<file path="src/rtl/input_stabilizer_bank.sv">
// input_stabilizer_bank: N-channel synchronizer + debounce with registered rise/fall pulses.
// Define EVENT_LATCH_EN to add sticky per-channel rise flags (event_clr/event_flags).
module input_stabilizer_bank #(
  parameter int CHANNELS = 8,
  parameter int SYNC_STAGES = 2,
  parameter int DEBOUNCE_LEN = 4,
  parameter logic [CHANNELS-1:0] RESET_VALUE = '0
) (
  input  logic clk,
  input  logic nreset,
  input  logic [CHANNELS-1:0] async_in,
  input  logic [CHANNELS-1:0] debounce_en,
  output logic [CHANNELS-1:0] stable_out,
  output logic [CHANNELS-1:0] rise_pulse,
  output logic [CHANNELS-1:0] fall_pulse,
  output logic any_change
`ifdef EVENT_LATCH_EN
  ,
  input  logic [CHANNELS-1:0] event_clr,
  output logic [CHANNELS-1:0] event_flags
`endif
);
  localparam int CW = $clog2(DEBOUNCE_LEN + 1);
  logic [CHANNELS-1:0] sync_r [SYNC_STAGES];
  logic [CHANNELS-1:0] sync_q;
  logic [CHANNELS-1:0] stable_d;
  logic [CHANNELS-1:0] rise_d;
  logic [CHANNELS-1:0] fall_d;
  assign sync_q = sync_r[SYNC_STAGES-1];
  assign rise_d = stable_d & ~stable_out;
  assign fall_d = ~stable_d & stable_out;
  always_ff @(posedge clk) begin
    if (!nreset) begin
      for (int k = 0; k < SYNC_STAGES; k++) sync_r[k] <= RESET_VALUE;
    end else begin
      sync_r[0] <= async_in;
      for (int k = 1; k < SYNC_STAGES; k++) sync_r[k] <= sync_r[k-1];
    end
  end
  for (genvar c = 0; c < CHANNELS; c++) begin : g_ch
    logic [CW-1:0] cnt;
    logic [CW-1:0] len_m1;
    logic differ;
    logic done;
    assign len_m1 = debounce_en[c] ? CW'(DEBOUNCE_LEN - 1) : '0;
    assign differ = sync_q[c] ^ stable_out[c];
    // >= rather than == so dropping debounce_en mid-count accepts on that edge
    assign done = differ && (cnt >= len_m1);
    assign stable_d[c] = done ? sync_q[c] : stable_out[c];
    always_ff @(posedge clk) begin
      cnt <= (!nreset || !differ || done) ? '0 : cnt + CW'(1);
    end
  end
  always_ff @(posedge clk) begin
    if (!nreset) begin
      stable_out <= RESET_VALUE;
      rise_pulse <= '0;
      fall_pulse <= '0;
      any_change <= 1'b0;
    end else begin
      stable_out <= stable_d;
      rise_pulse <= rise_d;
      fall_pulse <= fall_d;
      any_change <= |(rise_d | fall_d);
    end
  end
`ifdef EVENT_LATCH_EN
  always_ff @(posedge clk) begin
    event_flags <= !nreset ? '0 : rise_d | (event_flags & ~event_clr);
  end
`endif
endmodule

</file>
<file path="config.mk">
export PLATFORM = sky130hd
export DESIGN_NAME = input_stabilizer_bank
export DESIGN_NICKNAME = d
export VERILOG_FILES = /design/src/rtl/input_stabilizer_bank.sv
export SDC_FILE = /design/constraint.sdc
export NUM_CORES = 1
export LEC_CHECK = 0
export ABC_AREA = 1
export CAP_MARGIN = 5
export CORE_UTILIZATION = 55
export DETAILED_ROUTE_END_ITERATION = 8
export PLACE_DENSITY_LB_ADDON = 0.12
export REMOVE_ABC_BUFFERS = 1
export SLEW_MARGIN = 30
export SYNTH_ARGS = -nofsm -noshare
export SYNTH_HDL_FRONTEND = slang
export SYNTH_SLANG_ARGS = --single-unit
</file>
<file path="constraint.sdc">
create_clock -name clk -period 2.7 [get_ports clk]
set_input_delay 0.81 -clock clk [delete_from_list [all_inputs] [get_ports clk]]
set_output_delay 0.81 -clock clk [all_outputs]
set_load 0.02 [all_outputs]
</file>
==> results.yml <==
finish:
  final_common_cell: "nand2_1"
  fin_util_pct: 69.28
  final_cell_mix: "103 x nand2_1, 88 x inv_1, 65 x dfxtp_1, 49 x nor2_1, 42 x clkdlybuf4s50_1"
  synthToLayoutAreaGrowth_pct: 21.48
  drive_gt1_share_pct: 5.104
  antenna_cells: 0
  nFillCells: 462
  final_nets: 486
setup_path:
  cp-start-kind: "primary input"
  worstSetupPathType: "in2reg"
  cp_slowest_stage_delay_ps: 480
  slowest_stage: "clkdlybuf4s50_1"
  critPathCaptureType: "register"
  cp.required_ps: 2920
  cpMostUsedCell: "nand2_1"
  arrival_ps: 2500
  crit_path_cell_trace: "clkdlybuf4s50_1 -> inv_1 -> ha_1 -> nand2_1 -> nand2_1 -> nand2_1 -> nand2_1 -> inv_1 -> ha_1 -> nand4_1 -> nor2_1 -> nor2_1"
  crit_path_max_fanout: 3
detailed_routing:
  routed_wl_um: 4503
  vias: 2188
  wl_per_cell_um: 8.988
  drc_errors: 0
  ant_nets: 0
  first_iter_violations: 59
  routed_via_density: 4.367
  dr.pass1.iters: 4
timing:
  min_period_over_period_pct: 84.24
  fin_setup_tns_ps: 0
  rsz0062_at_grt: "false"
  hold_viol_final: 0
  finalCriticalPeriod_ps: 2274
  maxSlewHeadroom_pct: 71.64
  fmax_ghz: 0.4397
  tightest_slew_ps: 424.1
  slew_viol_final: 0
  clock_skew_ps: 4.317
  setup_viol: 0
clocking:
  cts_tree: "built"
  cts_made_buffers: 9
  clk_latency_ps: 340
  cts_max_level: 3
  cts_setup_buffers: 0
  clock_sinks: 65
  hold_buffers: 0
  cts_buffer_depth: 2
  clkSlewWorstSetupHoldPaths_ps: 60
  post_cts_resized: 0
  cts_root_buf: "clkbuf_8"
power:
  max-vdd-ir-drop_v: 0.0003693
  leakage_uw: 0.001968
  powerDensity_nw_per_um2: 564.8
logic_synthesis:
  ys.warnings.count: 0
  syn-instance-count: 379
  yosysTopAreaCellShare_pct: 44.67
  synth_seq_area_share_pct: 44.67
  synth-seq-cells: 65
  postSynthAreaPerCell_um2: 7.685
  synthTopCellsByArea: "dfxtp_1 45%, ha_1 17%, nand2_1 13%"
  ys_types: 15
  synth_area_um2: 2913
  synth_top_area_cell: "dfxtp_1"
job:
  cap_violations: 0
place:
  gp_congestion: 0.7559
  numPortBuffers: 42
  hpwl_um: 3461
hold_path:
  hp-class: "reg2reg"
floorplan:
  core_area_um2: 5107
  chipWidth_um: 74.78
  initial_utilization_pct: 57.03
  rows: 26
  dieArea_um2: 5591
  fp.dieH_um: 74.78
  ioPinCount: 43
global_routing:
  antenna_found_initial: 0
  gr-total-overflow: 0
  grt_pass1_vias: 1943
  grt_start_max_net_pins: 25
  track_usage_pct: 18.96
  grt_pass1_wl_um: 7728
outcome:
  status: "complete, no violations"
[final timing paths]
check                  from             to  slack (ps)  cells after the start
min            sync_r[0][6]  sync_r[0][14]         410                      2
max          debounce_en[3]     any_change         430                     12
min reg2reg    sync_r[0][6]  sync_r[0][14]         410                      2
max reg2reg  g_ch[0].cnt[0]     any_change         950                     13
[metal layers]
layer | vias up | part of all wire, % | GRT usage (%)
met5 | - | 0 | 0
met4 | 0 | 2.3 | 11.32
met3 | 8 | 3.7 | 5.221
met2 | 36 | 50 | 34.23
met1 | 950 | 44 | 19.55
li1 | 1194 | - | -
[Yosys cell counts (all sizes together)]
| library cell | number |
|---|---|
| nor2 | 50 |
| buf | 5 |
| xnor2 | 8 |
| nand4 | 2 |
| nand2 | 104 |
| nand3 | 8 |
| dfxtp | 65 |
| inv | 97 |
| ha | 40 |
[worst max-delay path, delay by kind of cell]
| kind | cells | cell delay (ps) |
|---|---|---|
| buffers and inverters | 3 | 580 |
| adders and majority gates | 2 | 550 |
| and+or+nand+nor | 7 | 540 |
[power breakdown]
| part | leakage [uW] | switching [uW] | internal, uW | total, uW |
|---|---|---|---|---|
| Combinational | 0.00136 | 175 | 141 | 316 |
| Clock | 0.0000733 | 326 | 323 | 648 |
| Sequential | 0.000532 | 28.1 | 1010 | 1030 |
[state kept, by name, indices dropped and copies added (netlist names)]
register,flops
fall_pulse,8
rise_pulse,8
g_ch.cnt,24
any_change,1
sync_r,16
stable_out,8
[per-stage QoR]
stage | cells | total power, uW | worst slack [ps] | instance area, um^2 | hold slack [ps]
final | 501 | 1999 | 425.5 | 3538 | 411.8
after global routing | 501 | 2118 | 289.6 | 3538 | 423.4
after floorplan | 374 | 1244 | 692.1 | 2879 | 390.0
after global placement | 487 | 1363 | 113.8 | 3395 | 391.9
after detailed placement | 487 | 1375 | 78.43 | 3395 | 400.1
after CTS | 501 | 2029 | 428.0 | 3538 | 415.4
[cell type report]
cell class | count | area, um^2 | area share, %
multi-input cells | 212 | 1211 | 34.23
flip-flops and latches | 65 | 1301 | 36.78
clock buffers | 13 | 138.9 | 3.925
well taps | 70 | 87.58 | 2.475
clock inverters | 1 | 5.005 | 0.1414
repair buffers | 43 | 427.9 | 12.09
inverters | 97 | 366.6 | 10.36
[cells by family (layout without fill, tap and decap cells)]
kind of cell,Yosys count,in the layout,synth area share (%)
buf+inv,102,154,13.75
xor+xnor,8,8,2.406
flops,65,65,44.67
fa+ha+maj,40,40,17.18
simple gates,164,164,21.99
(Power assumes the default switching activity.)
